**config.mk**
```make
export PLATFORM = sky130hd
export DESIGN_NAME = div16_16_seq
export DESIGN_NICKNAME = d
export VERILOG_FILES = /design/src/rtl/div16_16_seq_pkg.sv /design/src/rtl/div16_16_seq_udiv_step.sv /design/src/rtl/div16_16_seq.sv
export SDC_FILE = /design/constraint.sdc
export NUM_CORES = 1
export LEC_CHECK = 0
export CAP_MARGIN = 20
export CORE_ASPECT_RATIO = 0.75
export CORE_MARGIN = 10
export CORE_UTILIZATION = 40
export CTS_CLUSTER_SIZE = 24
export DETAILED_ROUTE_END_ITERATION = 16
export GPL_TIMING_DRIVEN = 0
export PLACE_DENSITY_LB_ADDON = 0.2
export SLEW_MARGIN = 20
export SYNTH_ARGS = -nofsm -noshare
export SYNTH_HDL_FRONTEND = slang
export SYNTH_SLANG_ARGS = --single-unit
```
**constraint.sdc**
```tcl
create_clock -name clk -period 6 [get_ports clk]
set_input_delay 0.6 -clock clk [delete_from_list [all_inputs] [get_ports clk]]
set_output_delay 0.6 -clock clk [all_outputs]
set_load 0.1 [all_outputs]
```
**src/rtl/div16_16_seq_pkg.sv**
```systemverilog
// Shared constants, state encoding and helpers for the Q2.14 sequential divider.
// The optional DIV16_ROUND_EN macro (used in div16_16_seq.sv) selects round-half-away-from-zero.
package div16_16_seq_pkg;

    localparam int DIV_FRAC_BITS = 14;
    localparam int DIV_WIDTH     = 16;

    localparam logic [DIV_WIDTH-1:0] Q_MAX = 16'h7FFF;
    localparam logic [DIV_WIDTH-1:0] Q_MIN = 16'h8000;
    localparam logic [DIV_WIDTH-1:0] Q_ONE = 16'h4000;

    typedef enum logic [1:0] {
        IDLE = 2'd0,
        CALC = 2'd1,
        FIX  = 2'd2,
        DONE = 2'd3
    } state_t;

    // One extra bit so that |-32768| = 32768 is representable.
    function automatic logic [DIV_WIDTH:0] abs_mag(input logic [DIV_WIDTH-1:0] v);
        logic [DIV_WIDTH:0] ext;
        ext = {v[DIV_WIDTH-1], v};
        return v[DIV_WIDTH-1] ? (~ext + 1'b1) : ext;
    endfunction

endpackage

```
**src/rtl/div16_16_seq_udiv_step.sv**
```systemverilog
// Single combinational restoring-division step: shift one dividend bit into the
// partial remainder and subtract the divisor when it fits.
module udiv_step #(
    parameter int W = 17
) (
    input  logic [W-1:0] rem_in,
    input  logic         dvd_bit,
    input  logic [W-1:0] divisor,
    output logic [W-1:0] rem_out,
    output logic         q_bit
);

    logic [W:0] trial;

    always_comb begin
        trial   = {rem_in, dvd_bit};
        q_bit   = (trial >= {1'b0, divisor});
        rem_out = q_bit ? W'(trial - {1'b0, divisor}) : trial[W-1:0];
    end

endmodule

```
**src/rtl/div16_16_seq.sv**
```systemverilog
// Sequential signed Q2.14 divider, q = (a << 14) / b, one quotient bit per cycle.
// Define DIV16_ROUND_EN for round-half-away-from-zero instead of truncation.
module div16_16_seq
    import div16_16_seq_pkg::*;
#(
    parameter int FRAC_BITS = DIV_FRAC_BITS,
    parameter int WIDTH     = DIV_WIDTH
) (
    input  logic             clk,
    input  logic             rst,
    input  logic             in_valid,
    output logic             in_ready,
    input  logic [WIDTH-1:0] a,
    input  logic [WIDTH-1:0] b,
    output logic             out_valid,
    input  logic             out_ready,
    output logic [WIDTH-1:0] q,
    output logic             overflow,
    output logic             div_zero
);

    localparam int MAG_W = WIDTH + 1;
    localparam int DVD_W = FRAC_BITS + WIDTH;
    localparam int CNT_W = $clog2(DVD_W);

    state_t             state_reg, state_next;
    logic [MAG_W-1:0]   bmag_reg;
    logic [MAG_W-1:0]   rem_reg;
    logic [DVD_W-1:0]   dvd_reg;     // dividend shifts out of the top, quotient bits shift in below
    logic [CNT_W-1:0]   cnt_reg;
    logic               sign_reg;
    logic               a_neg_reg;
    logic               zero_reg;
    logic [WIDTH-1:0]   q_reg;
    logic               overflow_reg;
    logic               div_zero_reg;
    logic               out_valid_reg;

    logic [MAG_W-1:0]           rem_step;
    logic                       q_bit;
    logic [MAG_W+FRAC_BITS-1:0] a_shift;
    logic [DVD_W:0]             mag;
    logic [DVD_W:0]             limit;
    logic [DVD_W:0]             q_mag;
    logic                       sat;
    logic [WIDTH-1:0]           q_fix;
    logic                       overflow_fix;

    udiv_step #(.W(MAG_W)) u_step (
        .rem_in  (rem_reg),
        .dvd_bit (dvd_reg[DVD_W-1]),
        .divisor (bmag_reg),
        .rem_out (rem_step),
        .q_bit   (q_bit)
    );

    always_ff @(posedge clk or posedge rst) begin
        if (rst) state_reg <= IDLE;
        else     state_reg <= state_next;
    end

    always_comb begin
        state_next = state_reg;
        in_ready   = 1'b0;
        case (state_reg)
            IDLE: begin
                in_ready = 1'b1;
                if (in_valid) state_next = CALC;
            end
            CALC: if (cnt_reg == '0) state_next = FIX;
            FIX:  state_next = DONE;
            DONE: if (out_valid_reg && out_ready) state_next = IDLE;
            default: state_next = IDLE;
        endcase
    end

    // Sign application and saturation of the final magnitude.
    always_comb begin
        a_shift = {abs_mag(a), {FRAC_BITS{1'b0}}};
        mag     = {1'b0, dvd_reg};
`ifdef DIV16_ROUND_EN
        if ({rem_reg, 1'b0} >= {1'b0, bmag_reg}) mag = mag + 1'b1;
`endif
        limit        = sign_reg ? (DVD_W+1)'(1 << (WIDTH-1)) : (DVD_W+1)'((1 << (WIDTH-1)) - 1);
        sat          = (mag > limit);
        q_mag        = sat ? limit : mag;
        q_fix        = sign_reg ? (~q_mag[WIDTH-1:0] + 1'b1) : q_mag[WIDTH-1:0];
        overflow_fix = sat;
        if (zero_reg) begin
            q_fix        = a_neg_reg ? {1'b1, {(WIDTH-1){1'b0}}} : {1'b0, {(WIDTH-1){1'b1}}};
            overflow_fix = 1'b0;
        end
    end

    always_ff @(posedge clk or posedge rst) begin
        if (rst) begin
            bmag_reg      <= '0;
            rem_reg       <= '0;
            dvd_reg       <= '0;
            cnt_reg       <= '0;
            sign_reg      <= 1'b0;
            a_neg_reg     <= 1'b0;
            zero_reg      <= 1'b0;
            q_reg         <= '0;
            overflow_reg  <= 1'b0;
            div_zero_reg  <= 1'b0;
            out_valid_reg <= 1'b0;
        end else begin
            case (state_reg)
                IDLE: if (in_valid) begin
                    bmag_reg  <= abs_mag(b);
                    rem_reg   <= '0;
                    dvd_reg   <= a_shift[DVD_W-1:0];
                    cnt_reg   <= CNT_W'(DVD_W - 1);
                    sign_reg  <= a[WIDTH-1] ^ b[WIDTH-1];
                    a_neg_reg <= a[WIDTH-1];
                    zero_reg  <= (b == '0);
                end
                CALC: begin
                    rem_reg <= rem_step;
                    dvd_reg <= {dvd_reg[DVD_W-2:0], q_bit};
                    cnt_reg <= cnt_reg - 1'b1;
                end
                FIX: begin
                    q_reg        <= q_fix;
                    overflow_reg <= overflow_fix;
                    div_zero_reg <= zero_reg;
                end
                DONE: begin
                    if (!out_valid_reg)  out_valid_reg <= 1'b1;
                    else if (out_ready)  out_valid_reg <= 1'b0;
                end
                default: ;
            endcase
        end
    end

    assign out_valid = out_valid_reg;
    assign q         = q_reg;
    assign overflow  = overflow_reg;
    assign div_zero  = div_zero_reg;

endmodule

```
-- Yosys cells after proc, flatten, opt, wreduce, memory -nomap -nowiden
Cells that the tools add are included.
Widths: inputs -> output; s select.
- add/sub/neg operators: 5
- order comparisons: 2
- equality and inequality tests: 6
- muxes and demuxes: 22
- bitwise gates (word level): 4
- reductions and logical operators: 8
- operator list (cell ; number):
    $mux 16 ; 6
    $pmux 30 s2 ; 1
    $mux 17 ; 3
    $pmux 17 s2 ; 1
    $add 16x1->16 const B ; 2
    $not 16->16 ; 2
    $gt 30x16->1 ; 1
    $mux 30 ; 1
    $ge 18x17->1 ; 1
    $add 17x1->17 const B ; 1
    $not 17->17 ; 1
    $sub 17x17->17 ; 1
    $logic_not 16->1 ; 1
    $pmux 5 s2 ; 1
    $pmux 2 s4 ; 1
    $mux 2 ; 3
    $ne 2x2->1 const B ; 3
    $logic_not 5->1 ; 1
    $mux 5 ; 1
    $sub 5x1->5 const B ; 1
    $eq 2x2->1 const B ; 2
    $mux 1 ; 4
    $reduce_and 2->1 ; 2
    $reduce_and 3->1 ; 1
    other kinds (5) ; 5
- register bits after elaboration: 93
- bits of input ports: 36
- word-level logic and storage cells: 59

-- Depth between registers and ports, before layout
Gate-level depths: netlist of run 1.
- word-level depth: 7
- gate-level depth with buffers: 17
- depth with buffers taken out: 14

-- Modules after synthesis
Synthesis of run 1 repeated with hierarchy kept, for this count alone.
- cell total of the unflattened synthesis: 722
- area total of the unflattened synthesis: 6571.3 µm²
- by module, submodules not included (module ; times used ; cells each ; area an instance (µm²) ; seq. area each (µm²)):
    div16_16_seq ; 1 ; 570 ; 5388.9 ; 2327.2
    udiv_step ; 1 ; 152 ; 1182.4 ; 0.0

-- Worst setup path before layout of run 1
OpenSTA, ideal clock, no wires.
- kind: register to register
- start: register sign_reg
- end: register q_reg[8], in the netlist q[8]
- setup time: 0.082 ns
- arrival time: 3.333 ns
- path slack: 2.585 ns
- cell stages (with the launch flop): 17
- path buffers: 2
- period minus slack after synthesis: 3.415 ns
- path through: dfrtp_1 inv_1 buf_1 ha_1 nand2b_1 a21oi_1 a211oi_1 o2111a_1 o21ai_2 clkbuf_1 nand2_1 o21ai_0 ha_1 or4bb_1 o2111ai_1 nand3_1 a31oi_1
- longest elaborated chain between the ends: 7
- ends and longest elaborated chain (element ; line ; source):
    start: declaration ; div16_16_seq.sv:31 ; logic sign_reg;
    start signal: assignment ; div16_16_seq.sv:115 ; sign_reg <= a[WIDTH-1] ^ b[WIDTH-1];
    $mux 16 ; div16_16_seq.sv:84 ; limit = sign_reg ? (DVD_W+1)'(1 << (WIDTH-1)) : (DVD_W+1)'((1 << (WIDTH-1)) - 1);
    $gt 30x16->1 ; div16_16_seq.sv:85 ; sat = (mag > limit);
    $mux 16 ; div16_16_seq.sv:86 ; q_mag = sat ? limit : mag;
    $not 16->16 ; div16_16_seq.sv:87 ; q_fix = sign_reg ? (~q_mag[WIDTH-1:0] + 1'b1) : q_mag[WIDTH-1:0];
    $add 16x1->16 ; div16_16_seq.sv:87 ;
    $mux 16 * ; div16_16_seq.sv:87 ;
    $mux 16 * ; div16_16_seq.sv:89 ; if (zero_reg) begin
    end signal: assignment ; div16_16_seq.sv:125 ; q_reg <= q_fix;
    end: declaration ; div16_16_seq.sv:34 ; logic [WIDTH-1:0] q_reg;
Mark *: on every way between the ends. The rest lies on a longest branch, timed or not.
A chain may end at the register's enable or synchronous reset.

-- Worst setup path in the final report of run 1
Ends and elaborated chain as after synthesis.

==> key figures, run 1 <==
Logic synthesis
  – Synth top area share: 0.373
  – Synth warn: 0
  – Async set-or-reset flop fraction in the synthesized netlist: 1.00
  – Synth cell count leaders: 93 x dfrtp_1, 73 x nand2_1, 69 x o21ai_0, 49 x nor2_1, 47 x a21oi_1
  – Mapped Area: between 6000 and 7000 um^2
  – Post-synthesis cell type count: 68
  – Sequential area share after synthesis: 0.373
  – Ys flop type: dfrtp_1
  – Post-synthesis average cell area: approximately 9.0 um^2
  – Synth top area cells: dfrtp_1 37%, ha_1 8.4%, o21ai_0 5.5%, nand2_1 4.4%, xor2_1 4.3%
  – Most frequent cell after synthesis: dfrtp_1
  – Yosys reg bits: 93
  – Cells after Synth: a little under 700
  – Largest area contributor in the netlist: dfrtp_1
  – Syn Nets: around 770
  – EDFF count, synth: 0

Floorplanning
  – Core area: roughly 15,000 um^2
  – Total I/O pin count: 56
  – Rows: 39
  – Initial core utilization: 0.409
  – DIE AREA: 21,100 um^2
  – Die width: approximately 160 um
  – DIE HEIGHT: roughly 130 um

STA
  – Clock skew: ~0.012 ns
  – Setup ws final: 1.64 ns
  – Final Max Tran Viols: 0
  – Post-layout min period: approximately 4.4 ns
  – Setup Viol. Count Final: 0
  – Slew Limit Headroom: 0.344
  – Fin Setup TNS: 0 ns
  – Hold slack: 0.481 ns
  – Period utilization: 0.727
  – Worst-Margin Slew: slightly below 1 ns
  – FMAX: approximately 230 MHz
  – Final Hold Fails: 0
  – Unrepaired setup endpoints after global routing: false

Critical path
  – Worst Path Max Fanout: 18
  – Crit path capture type: flop
  – Slowest stage delay, CP: between 0.7 and 0.8 ns
  – CP max-delay cell: dfrtp_1
  – CP arrival: roughly 4.6 ns
  – Crit path cell chain: inv_1, buf_1, ha_1, nand2b_1, a21oi_1, a211oi_1, o2111a_1, o21ai_2, clkbuf_1, nand2_1, o21ai_0, ha_1, clkbuf_1, o2111ai_1, nand3_1, a31oi_1
  – CP Class: reg2reg
  – Delay-heaviest family, CP: buffers and inverters
  – CP Buf/Inv Count: 4
  – CP Launch Type: flop
  – Required time of the critical path: about 6.2 ns

Detailed routing
  – Met2 WL: ~7.5 mm
  – Wire length on met1: a little under 8 mm
  – Via Count: 5,418
  – Drt via density: ~5.6
  – Post-Route WL: ~16 mm
  – Pre-antenna DRT Iters: 5
  – DRC: 0
  – Met3 WL: roughly 830 um
  – Iteration-0 DRC Markers: 320
  – Max Used Layer: met4
  – Wire per inst: around 17 um
  – Antenna-violating nets left: 0

Global route
  – Initial antenna violation count: 0
  – First-pass GRT wire length: about 27 mm
  – Grt total ovfl: 0
  – Vias in the first global route: around 5,400
  – Global-route total usage across every layer: 0.159
  – Largest net degree at the start of global routing: 62

Placed design
  – Worst slack, placed: 1.69 ns
  – Buffers on Ports: 55
  – Placed Area: 7090 um^2
  – DP HPWL: 12.5 mm
  – Routability cong.: around 0.9

Run
  – Max cap viols: 0

Pwr
  – Leakage: around 0.0032 uW
  – Peak VDD IR: ~0.24 mV
  – Power per cell area: roughly 630 nW/um^2
  – Pwr Total: around 4700 uW

Run status
  – Run status: finished clean

Clock tree
  – Clock buffer depth: 2
  – Reg clk slew, reported paths: 0.07 ns
  – CTS Hold Buffers Added: 0
  – Num CTS Buffers: 9
  – Post-cts sizing count: 0
  – H-tree depth: 3
  – Post-CTS Setup Inserts: 0
  – CTS tree: built
  – # clock sinks: slightly above 90
  – Worst-Skew Late Latency: between 0.3 and 0.4 ns
  – CTS Root Cell: clkbuf_16

Final layout
  – Ant diodes: 0
  – Layout cells sized above 1: 0.0613
  – Post-Layout Inst Area: ~7400 um^2
  – Layout Nets: between 800 and 900
  – Largest register FFs: 30
  – Area growth syn-to-layout: 18.4%

Worst hold path
  – Hold crit path type: reg2reg
-- kinds of logic after synthesis --
group                      count (synthesis)  share of synthesized area
buffers and inverters                     74                     0.0471
and+or+nand+nor                          196                      0.157
adders and majority gates                 43                     0.0873
xor gates and xnor gates                  45                     0.0631
AOI/OAI and AO/OA                        218                      0.230
DFF                                       93                      0.373
muxes                                     26                     0.0425
-- worst reg2reg max path, cell delays in order (launching register included) --
cell,delay (ns)
dfrtp_1,0.75
inv_1,0.26
buf_1,0.35
ha_1,0.28
nand2b_1,0.13
a21oi_1,0.14
a211oi_1,0.07
o2111a_1,0.26
o21ai_2,0.27
clkbuf_1,0.40
nand2_1,0.09
o21ai_0,0.09
ha_1,0.29
clkbuf_1,0.37
o2111ai_1,0.18
nand3_1,0.18
a31oi_1,0.10
-- power by group --
group | switching [uW] | internal, uW
sequential | 237 | 885
clock | 256 | 348
combinational | 1830 | 1100
-- stage by stage --
step | utilization | cells
5_1_grt | 0.484 | 972
4_1_cts | 0.484 | 972
2_1_floorplan | - | 695
3_3_place_gp | 0.462 | 955
3_5_place_dp | 0.464 | 956
6_report | 0.484 | 972
-- cell usage in the layout, fill, tap and decap left out, drive strengths merged, types with 10 or more instances in the layout --
cell type      netlist  final
nor3                13     13
mux2i               22     22
clkdlybuf4s50        0     55
ha                  42     42
a221o               10     10
clkbuf              32     44
o21ai               73     73
a22o                15     15
xor2                31     31
nand3               10     10
nor2                49     49
dfrtp               93     93
nand2               73     73
a21oi               47     47
a21o                10     10
o31ai               18     18
inv                 37     38
xnor2               14     14
-- layout make-up --
class                           instances  area [um^2]
Fill cell                            1446         7880
Multi-Input combinational cell        528         3620
Sequential cell                        93         2330
Timing Repair Buffer                   56          578
Clock buffer                           12          256
Tap cell                              205          256
Buffer                                 37          155
Inverter                               37          144
Clock inverter                          4         53.8
-- routing by layer --
| metal | track usage | up-vias |
|---|---|---|
| met5 | 0 | - |
| met4 | 0.0372 | 0 |
| met3 | 0.0440 | 20 |
| met2 | 0.257 | 124 |
| met1 | 0.208 | 2610 |
| li1 | - | 2664 |
-- path summary, 6_finish.rpt --
check / startpoint / cells past startpoint / end / slack, ns
worst max-delay path: sign_reg / 16 / q[8] / 1.64
max in group asynchronous: rst / 3 / dvd_reg[17] / 4.79
worst min register to register: bmag_reg[12] / 2 / bmag_reg[12] / 0.48
worst max register to register: sign_reg / 16 / q[8] / 1.64
worst min-delay path: bmag_reg[12] / 2 / bmag_reg[12] / 0.48
min in group asynchronous: rst / 2 / bmag_reg[4] / 0.60
No activity file was read; power rests on OpenSTA's default activity.
==> run 2, diff against run 1 <==
==> constraint.sdc (replaced) <==
create_clock -name clk -period 4.1 [get_ports clk]
set_input_delay 0.41 -clock clk [delete_from_list [all_inputs] [get_ports clk]]
set_output_delay 0.41 -clock clk [all_outputs]
set_load 0.1 [all_outputs]
==> key figures, run 2 (synthesis results as in run 1) <==
Run status
  – Run status: finished clean

Placed design
  – Buffers on Ports: 55
  – Dpl cells: 956
  – DP HPWL: 12.5 mm
  – Routability cong.: ~0.92

STA
  – Setup Viol. Count Final: 0
  – Worst-Margin Slew: between 0.9 and 1 ns
  – Final Max Tran Viols: 0
  – Unrepaired setup endpoints after global routing: false
  – Slew Limit Headroom: 0.343
  – Post-layout min period: ~3.8 ns
  – FMAX: ~270 MHz
  – Clock skew: approximately 0.012 ns
  – Period utilization: 0.916
  – Final Hold Fails: 0

Critical path
  – Flop-to-flop setup slack: around 0.34 ns
  – Required time of the critical path: approximately 4.3 ns
  – Crit path top cell by count: ha_1
  – Delay-heaviest family, CP: compound AO/OA/AOI/OAI gates
  – Worst Path Max Fanout: 18
  – CP Buf/Inv Count: 3
  – Slowest stage delay, CP: a little over 0.6 ns
  – CP max-delay cell: dfrtp_2
  – Crit path cell chain: clkinvlp_4, ha_1, nand2b_1, a21oi_1, a211oi_1, o2111a_1, o21ai_2, clkbuf_2, nand2_1, o21ai_0, ha_1, clkbuf_1, o2111ai_1, nand3_1, a31oi_1
  – Crit path capture type: flop
  – CP Launch Type: flop
  – CP Class: reg2reg
  – CP arrival: just under 4 ns

Floorplanning
  – Die width: around 160 um
  – Core area: between 15,000 and 20,000 um^2
  – Total I/O pin count: 56
  – DIE HEIGHT: between 100 and 150 um
  – Initial core utilization: 0.409
  – Rows: 39
  – DIE AREA: ~21,000 um^2

Run
  – Max cap viols: 0

Final layout
  – Commonest non-fill, non-tap cells in the layout: 92 x dfrtp_1, 73 x nand2_1, 69 x o21ai_0
  – Ant diodes: 0
  – Most common cell after layout, fill and taps aside: dfrtp_1
  – Layout Nets: about 840
  – Layout cells sized above 1: 0.0701
  – Cell Count, Final, Fillers Out: about 980
  – Largest register FFs: 30
  – Area growth syn-to-layout: 18.9%

Pwr
  – Power per cell area: a little over 900 nW/um^2
  – Leakage: 0.00325 uW
  – Peak VDD IR: roughly 0.35 mV
  – Pwr Total: between 6000 and 7000 uW

Clock tree
  – Reg clk slew, reported paths: around 0.07 ns
  – # clock sinks: just over 90
  – Num CTS Buffers: 9
  – H-tree depth: 3
  – CTS Root Cell: clkbuf_16
  – CTS Hold Buffers Added: 0
  – Worst-Skew Late Latency: roughly 0.35 ns
  – CTS tree: built
  – Clock buffer depth: 2

Global route
  – Global-route total usage across every layer: 0.159
  – Grt total ovfl: 0
  – Largest net degree at the start of global routing: slightly above 60
  – Initial antenna violation count: 0
  – First-pass GRT wire length: 27.5 mm
  – Vias in the first global route: between 5,000 and 6,000

Detailed routing
  – Drt via density: around 5.6
  – Pre-antenna DRT Iters: 4
  – Iteration-0 DRC Markers: approximately 330
  – DRC: 0
  – Post-Route WL: roughly 16 mm
  – Wire per inst: roughly 17 um
  – Via Count: 5,458
  – Antenna-violating nets left: 0

Worst hold path
  – Hold crit path type: in2async
==> run 2: changes by cell type in the layout (fill, tap and decap cells not counted), sizes merged <==
cell / previous run / this run
inv: 38 / 37
buf: 6 / 9
clkinvlp: 2 / 3
==> run 2: area by class of cell <==
class	count	area, um^2
well taps	205	256
repair buffers	60	608
clock inverters	4	53.8
multi-input cells	528	3620
inverters	37	148
clock buffers	12	256
fillers	1445	7850
flip-flops and latches	93	2330
plain buffers	36	153
==> run 2: worst paths after layout <==
path	from	depth (start not counted)	end
max in group asynchronous	rst	3	sign_reg
worst min register to register	bmag_reg[12]	2	bmag_reg[12]
worst max-delay path	sign_reg	15	q[8]
worst min-delay path	rst	2	bmag_reg[4]
min in group clk	bmag_reg[12]	2	bmag_reg[12]
worst max register to register	sign_reg	15	q[8]
==> run 2: power by group <==
group          internal [uW]  switching [uW]  leakage [uW]
clock                    509             375      0.000145
combinational           1630            2690       0.00193
sequential              1300             352       0.00117
==> run 2: worst register-to-register path, delay by kind of cell, from the launching register on <==
kind            cells  cell delay, ns
compound gates      7            1.14
buf+inv             3            0.95
flops               1            0.61
fa+ha+maj           2            0.52
simple gates        3            0.38
==> run 2: metal layers <==
metal	global-route usage	part of all wire	vias up
met5	0	0	-
met4	0.0372	0.016	0
met3	0.0440	0.050	20
met2	0.257	0.46	124
met1	0.208	0.48	2641
li1	-	-	2673
==> run 2: what timing repair did <==
item | CTS | global route
endpoints found under the setup margin | 7 | 7
setup buffers | 0 | 4
resized for setup | 1 | 3
==> run 2: through the flow <==
step | cell area [um^2] | TNS, ns | worst slack, ns | utilization | hold slack (ns)
6_report | 7430 | 0 | 0.343 | 0.486 | 0.408
5_1_grt | 7430 | 0 | 0.0521 | 0.486 | 0.427
4_1_cts | 7400 | 0 | 0.0263 | 0.484 | 0.415
3_5_place_dp | 7090 | -1.21 | -0.207 | 0.464 | 0.472
3_3_place_gp | 7050 | -22.27 | -0.239 | 0.462 | 0.471
2_1_floorplan | 6250 | 0 | 0.685 | - | 0.450
==> run 3, diff against run 2 <==
--- a/config.mk
+++ b/config.mk
@@ -9,11 +9,13 @@
 export CORE_ASPECT_RATIO = 0.75
 export CORE_MARGIN = 10
 export CORE_UTILIZATION = 40
-export CTS_CLUSTER_SIZE = 24
+export CTS_CLUSTER_SIZE = 10
 export DETAILED_ROUTE_END_ITERATION = 16
 export GPL_TIMING_DRIVEN = 0
 export PLACE_DENSITY_LB_ADDON = 0.2
 export SLEW_MARGIN = 20
 export SYNTH_ARGS = -nofsm -noshare
 export SYNTH_HDL_FRONTEND = slang
+export SYNTH_HIERARCHICAL = 1
 export SYNTH_SLANG_ARGS = --single-unit
+export TNS_END_PERCENT = 20
==> key figures, run 3 <==
Critical path
  – Worst R2R End: q[6]
  – Worst Path Max Fanout: 22
  – CP Class: reg2reg
  – R2r worst-path depth: 13
  – CP arrival: 4.04 ns
  – Reg-to-Reg Start: sign_reg
  – CP Launch Type: flop
  – Critical Path Source: sign_reg
  – Flop-to-flop setup slack: around 0.28 ns
  – Crit path capture type: flop
  – Required time of the critical path: ~4.3 ns
  – Worst Setup EP: q[6]

Logic synthesis
  – Most frequent cell after synthesis: dfrtp_1
  – Cells after Synth: slightly above 700
  – Synth cell count leaders: 93 x dfrtp_1, 76 x nand2_1, 72 x o21ai_0, 44 x nor2_1, 42 x ha_1
  – EDFF count, synth: 0
  – Ys flop type: dfrtp_1
  – Yosys reg bits: between 90 and 100
  – Synth warn: 6
  – Mapped Area: ~6600 um^2
  – Synth top area cells: dfrtp_1 35%, ha_1 8.0%, o21ai_0 5.5%, nand2_1 4.3%, a22o_1 3.9%
  – Syn Nets: between 800 and 900
  – Async set-or-reset flop fraction in the synthesized netlist: 1.00
  – Sequential area share after synthesis: 0.354
  – Synth top area share: 0.354
  – Post-synthesis cell type count: between 80 and 90
  – Largest area contributor in the netlist: dfrtp_1
  – Post-synthesis average cell area: roughly 9 um^2

Clock tree
  – H-tree depth: 3
  – Worst-Skew Late Latency: around 0.34 ns
  – CTS tree: built
  – # clock sinks: between 90 and 100
  – CTS Root Cell: clkbuf_16
  – Reg clk slew, reported paths: roughly 0.07 ns
  – Num CTS Buffers: 9
  – Clock buffer depth: 2

Final layout
  – Area growth syn-to-layout: 17.3%
  – Ant diodes: 0
  – Util after Layout: 0.480
  – Largest register FFs: 30
  – Layout cells sized above 1: 0.104
  – Post-Layout Inst Area: roughly 7700 um^2
  – Cell Count, Final, Fillers Out: around 1,000
  – Layout Nets: roughly 870
  – Most common cell after layout, fill and taps aside: dfrtp_1
  – Commonest non-fill, non-tap cells in the layout: 92 x dfrtp_1, 76 x nand2_1, 72 x o21ai_0

STA
  – Worst-Margin Slew: 1.01 ns
  – Setup ws final: approximately 0.28 ns
  – Clock skew: a little over 0.01 ns
  – FMAX: roughly 260 MHz
  – Post-layout min period: roughly 3.8 ns
  – Setup Viol. Count Final: 0
  – Final Hold Fails: 0
  – Final Max Tran Viols: 0
  – Unrepaired setup endpoints after global routing: false
  – Period utilization: 0.932
  – Slew Limit Headroom: 0.328

Detailed routing
  – Via Count: between 5,000 and 6,000
  – Wire per inst: around 18 um
  – Pre-antenna DRT Iters: 6
  – Drt via density: around 5.7
  – Post-Route WL: roughly 18 mm
  – Iteration-0 DRC Markers: ~420
  – Antenna-violating nets left: 0
  – DRC: 0

Floorplanning
  – Total I/O pin count: 56
  – DIE AREA: 22,000 um^2
  – Rows: 40
  – Die width: 168 um
  – Initial core utilization: 0.409
  – DIE HEIGHT: between 100 and 150 um
  – Core area: between 15,000 and 20,000 um^2

Global route
  – Grt total ovfl: 0
  – Initial antenna violation count: 0
  – Global-route total usage across every layer: 0.160
  – Largest net degree at the start of global routing: 55
  – First-pass GRT wire length: a little under 30 mm
  – Vias in the first global route: roughly 5,800

Placed design
  – Placed Area: approximately 7400 um^2
  – Buffers on Ports: between 50 and 60
  – Dpl cells: around 990
  – DP HPWL: between 10 and 15 mm
  – Worst slack, placed: -0.267 ns
  – Routability cong.: between 0.9 and 1

Pwr
  – Leakage: 0.00333 uW
  – Peak VDD IR: ~0.43 mV
  – Power per cell area: a little over 900 nW/um^2
  – Pwr Total: between 7000 and 8000 uW

Run
  – Max cap viols: 0

Run status
  – Run status: finished clean

Worst hold path
  – Hold crit path type: in2async
[run 3: logic make-up after synthesis]
group / count (synthesis) / synth area share
xor gates and xnor gates: 41 / 0.0546
DFF: 93 / 0.354
and+or+nand+nor: 215 / 0.166
AOI/OAI and AO/OA: 233 / 0.247
muxes: 21 / 0.0402
buffers and inverters: 76 / 0.0552
adders and majority gates: 43 / 0.0830
[run 3: timing repair]
item	CTS	global route
hold buffers	0	0
gates resized for setup	2	1
setup buffers	0	0
setup endpoints to repair	7	4
[run 3: worst min-delay path by stage]
| stage | end | depth (start not counted) |
|---|---|---|
| 2_1_floorplan | bmag_reg[10] | 2 |
| 3_3_place_gp | bmag_reg[14] | 2 |
| 3_5_place_dp | bmag_reg[4] | 2 |
| 4_1_cts | rem_reg[13] | 2 |
| 5_1_grt | rem_reg[13] | 2 |
| 6_report | rem_reg[13] | 2 |
[run 3: critical path, cell delays in order (launching register included)]
cell      delay (ns)
dfrtp_4         0.60
inv_1           0.20
buf_4           0.23
ha_1            0.28
a211oi_1        0.23
o21ai_0         0.22
o31ai_4         0.42
nor2_1          0.15
a21oi_1         0.23
ha_1            0.34
nand2_1         0.27
a211o_2         0.40
o221ai_2        0.06
a21oi_1         0.06
[run 3: area by class of cell]
class | instances | area (um^2)
Fill cell | 1523 | 8360
Multi-Input combinational cell | 553 | 3890
Sequential cell | 93 | 2330
Buffer | 36 | 200
Timing Repair Buffer | 54 | 558
Inverter | 39 | 164
Clock buffer | 12 | 256
Tap cell | 210 | 263
Clock inverter | 3 | 45.0
[run 3: routing by layer]
layer | wire length [um] | global-route usage | vias to the layer above
li1 | - | - | 2747
met1 | 8380 | 0.212 | 2777
met5 | 0 | 0 | -
met2 | 8320 | 0.260 | 135
met4 | 219 | 0.0383 | 0
met3 | 801 | 0.0355 | 20
[run 3: power by group]
group          switching (uW)  internal, uW  total, uW
clock network             360           503        863
registers                 341          1290       1640
logic                    2860          1820       4680
total                    3560          3610       7180
[run 3: stage by stage]
stage          hold WS, ns  TNS, ns
2_1_floorplan        0.450        0
3_3_place_gp         0.471   -16.73
3_5_place_dp         0.474    -1.16
4_1_cts              0.445        0
5_1_grt              0.480        0
6_report             0.433        0
==> variant 1: new RTL, settings of run 2 <==
Reset style: synchronous (`rst`), changed in 2 clocked blocks.
--- a/src/rtl/div16_16_seq.sv
+++ b/src/rtl/div16_16_seq.sv
@@ -54,7 +54,7 @@
         .q_bit   (q_bit)
     );
 
-    always_ff @(posedge clk or posedge rst) begin
+    always_ff @(posedge clk) begin
         if (rst) state_reg <= IDLE;
         else     state_reg <= state_next;
     end
@@ -92,7 +92,7 @@
         end
     end
 
-    always_ff @(posedge clk or posedge rst) begin
+    always_ff @(posedge clk) begin
         if (rst) begin
             bmag_reg      <= '0;
             rem_reg       <= '0;
Behaviour: differs if rst is asserted again (counterexample within 4 cycles, from zero or initial values and one cycle with rst high); with rst held inactive, the same outputs for 10 cycles.
==> variant 1 against run 2 <==
Synthesized cell count is 10% higher; synthesized area is 3.8% lower; setup slack worse by 0.28 ns; sequential cell count stayed put; core utilization is 2.3 points higher; routed wire length is 7.3% higher; design area is 0.13% higher; total power is 15% lower; clock skew is 0.0019 ns lower; largest cell class unchanged.
==> variant 1: results <==
export IMPL_outcome="completed"
export IMPL_synth_distinct_cells=63
export IMPL_signal_buffers=107
export IMPL_grt_pass1_wl_um=28400
export IMPL_layout_nonclk_buf_share_pct=11.3
export IMPL_worst_pin_slew_ns=1.01
export IMPL_grt_pass1_vias=5656
export IMPL_crit_start="sign_reg"
export IMPL_worstHoldPathType="register to register"
export IMPL_use_met1_pct=24.0
export IMPL_rr_worst_depth=17
export IMPL_synthArstFlopShare_pct=0
export IMPL_ctsResizeCount=15
export IMPL_wl_per_cell_um=16.8
export IMPL_multi_input_area_um2=4040
export IMPL_drive_gt1_share_pct=8.39
export IMPL_crit_arrival_ns=4.26
export IMPL_gr_usage_met2_pct=24.3
export IMPL_multi_input_gates=597
export IMPL_pwr_group_clock_w=0.000911
export IMPL_dp_hpwl_um=13100
export IMPL_seq_power_share_pct=22.4
export IMPL_cts_setup_buffers=9
export IMPL_leakage_nw=2.85
export IMPL_gp_routability_congestion=0.910
export IMPL_ff2ff_setup_slack_ns=0.06
export IMPL_power_w=0.00584
export IMPL_vias=5911
export IMPL_r2r_end="q[14]"
export IMPL_m1WireLength_um=8870
export IMPL_n_fill_cell=1412
export IMPL_ys_top_cells_by_count="nand2_1 (95), dfxtp_1 (93), nor2_1 (79), o21ai_0 (52), a21oi_1 (43)"
export IMPL_ff_latch_area_um2=1870
export IMPL_dr_pass1_iters=5
export IMPL_critPathSlowestCell="or4_4"
export IMPL_worstPathMaxFanout=5
export IMPL_switching_share_pct=46.6
export IMPL_slowest_delay_ns=0.51
export IMPL_grt_total_usage_pct=16.6
export IMPL_met3_usage_pct=3.78
export IMPL_grt_max_degree=16
export IMPL_nets=921
export IMPL_first_iter_violations=523
export IMPL_cp_top_family="simple AND/OR/NAND/NOR gates"
export IMPL_r2r_start="sign_reg"
export IMPL_io_buffers=54
export IMPL_syn_nets=844
==> variant 1: kinds of logic after synthesis <==
kind of cell | count (synthesis) | share of synthesized area (%)
AND/OR/NAND/NOR | 274 | 21.5
AO/OA/AOI/OAI | 219 | 24.1
flip-flops | 93 | 31.0
buffers and inverters | 75 | 4.87
adder cells (fa/ha/maj) | 43 | 9.08
XOR/XNOR | 38 | 5.54
multiplexers | 23 | 3.92
==> variant 1: metrics by stage <==
step | hold WS [ns] | setup WS, ns | cell area [um^2] | std cells | util [%]
after floorplan | 0.430 | 0.0201 | 6020 | 765 | -
after global placement | 0.448 | -0.774 | 6810 | 1019 | 46.7
after detailed placement | 0.452 | -0.861 | 6810 | 1019 | 46.7
after CTS | 0.462 | 0.0183 | 7240 | 1042 | 49.6
after global routing | 0.491 | -0.0571 | 7440 | 1046 | 51.0
final | 0.462 | 0.0590 | 7440 | 1046 | 51.0
==> variant 2: new RTL, flow settings as in run 2 <==
Made on the original files. Build with the macro `DIV16_ROUND_EN` defined.
--- a/src/rtl/div16_16_seq.sv
+++ b/src/rtl/div16_16_seq.sv
@@ -1,5 +1,7 @@
 // Sequential signed Q2.14 divider, q = (a << 14) / b, one quotient bit per cycle.
 // Define DIV16_ROUND_EN for round-half-away-from-zero instead of truncation.
+`define DIV16_ROUND_EN
+
 module div16_16_seq
     import div16_16_seq_pkg::*;
 #(
Check against the original RTL: same outputs for any inputs over 10 cycles, from zero or initial values and one cycle with rst high; that may be too few to reach the edited logic, so the function may still have changed.
==> variant 2 against run 2 <==
Setup slack lost 1.9 ns; routed wire length grew 41%; first-iteration DRC count grew 93%; via count grew 34%; synthesized area grew 19%; clock power is essentially flat; total power grew 28%; highest routed layer unchanged; die area grew 16%; combinational power grew 45%; design area grew 29%; the flow now finishes with violations (negative setup slack); sequential cell count is the same.
==> variant 2: results <==
export IMPL_outcome="finished, violations left"
export IMPL_ys_top_cells_by_count="nand2_1 (107), dfrtp_1 (93), o21ai_0 (89), a21oi_1 (59), nor2_1 (59)"
export IMPL_synth_fa_ha_area_share_pct=7.52
export IMPL_finalSetupViolCount=17
export IMPL_synth_compound_area_share_pct=24.1
export IMPL_grt_pass1_wl_um=37400
export IMPL_crit_arrival_ns=5.98
export IMPL_multi_input_area_share_pct=54.9
export IMPL_vias=7298
export IMPL_place_inst=1217
export IMPL_nets=1101
export IMPL_grt_total_usage_pct=19.0
export IMPL_clkCellAreaFrac_pct=3.09
export IMPL_synth_distinct_cells=72
export IMPL_final_cell_count_no_fill=1273
export IMPL_final_setup_skew_ns=0.00938
export IMPL_n_sequential_cell=93
export IMPL_dp_hpwl_um=17400
export IMPL_post_synth_xor_area_fraction_pct=7.44
export IMPL_muxShareOfSynthArea_pct=3.61
export IMPL_setup_slack_ns=-1.61
export IMPL_n_fill_cell=1756
export IMPL_leakage_nw=3.93
export IMPL_grt_pass1_vias=6872
export IMPL_nClkBuffers=9
export IMPL_worstPathMaxFanout=5
export IMPL_worst_pin_slew_ns=1.06
export IMPL_clk_latency_ns=0.37
export IMPL_first_iter_violations=643
export IMPL_wl_um=23200
export IMPL_layout_nonclk_buf_share_pct=12.6
export IMPL_violations="negative setup slack"
export IMPL_synth_area_per_cell_um2=8.12
export IMPL_signal_buffers=154
export IMPL_grt_max_degree=72
export IMPL_ir_drop_v=0.000398
export IMPL_syn_nets=994
export IMPL_synth_area_leaders="dfrtp_1 (31%), ha_1 (7.3%), o21ai_0 (6.0%)"
[variant 2: cell types whose count changed after synthesis, moves of 9 or more]
cell             run 2  this run
xnor2_1             14        32
clkbuf_1            32        51
a221o_1             10         1
o21ai_0             69        89
and2_1               1        10
nor3_1              12        24
nand3_1             10        25
nand2_1             73       107
a21oi_1             47        59
nor2_1              49        59
or3_1                4        16
[variant 2: through the flow]
step	utilization [%]	setup WS (ns)	area (um^2)	power, W	setup TNS [ns]
2_1_floorplan	-	-1.20	7630	0.00573	-13.22
3_3_place_gp	46.3	-2.49	8490	0.00705	-66.40
3_5_place_dp	46.4	-2.48	8520	0.00711	-31.60
4_1_cts	51.1	-1.62	9370	0.00853	-19.72
5_1_grt	52.2	-1.83	9580	0.00949	-24.25
6_report	52.2	-1.61	9580	0.00879	-20.52
[variant 2: worst max-delay path, cell delays in order (launching register included)]
cell and delay, ns:
dfrtp_1 0.42, ha_4 0.29, nand4_1 0.17, or4_4 0.53
o22a_1 0.24, o211ai_1 0.19, buf_4 0.24, buf_12 0.11
nand3_1 0.09, xor2_2 0.20, inv_1 0.17, ha_4 0.23
and2_1 0.18, a221oi_2 0.23, o21ai_1 0.10, a221o_1 0.28
a21oi_2 0.19, a21bo_4 0.27, nor2_4 0.17, buf_8 0.14
nand2_2 0.06, nand2_2 0.09, ha_4 0.17, o2111ai_4 0.15
o31a_1 0.31, and3_1 0.16, o32ai_2 0.23
[variant 2: final timing paths]
check / startpoint / end / slack, ns / depth (start not counted)
worst max-delay path: rem_reg[10] / q[8] / -1.61 / 26
worst min-delay path: rst / dvd_reg[3] / 0.36 / 2
worst max register to register: rem_reg[10] / q[8] / -1.61 / 26
worst min register to register: bmag_reg[4] / bmag_reg[4] / 0.49 / 2
max in group asynchronous: rst / bmag_reg[8] / 3.11 / 3
min in group clk: bmag_reg[4] / bmag_reg[4] / 0.49 / 2
[variant 2: cells by family (layout without fill, tap and decap cells)]
kind of cell,Yosys count,in the layout
AND/OR/NAND/NOR,312,312
AO/OA/AOI/OAI,273,273
buffers and inverters,103,215
flip-flops,93,93
XOR/XNOR,63,63
adder cells (fa/ha/maj),44,44
multiplexers,26,26
[variant 2: per-layer routing]
metal | up-vias | track usage (%) | wire length (um)
met5 | - | 0 | 0
met2 | 246 | 27.3 | 9620
met4 | 0 | 2.82 | 164
li1 | 3538 | - | -
met1 | 3500 | 28.7 | 11700
met3 | 14 | 4.41 | 1680
[variant 2: repair_timing]
item                                    4_1_cts  5_1_grt
pin swaps                                    32       18
buffers inserted                             29       11
resized for setup                            53       26
cloned                                        0        0
endpoints found under the setup margin       17       17
[variant 2: where the power goes]
group          switching, W  internal [W]
Clock              0.000445      0.000436
Sequential         0.000342       0.00129
Combinational       0.00381       0.00247
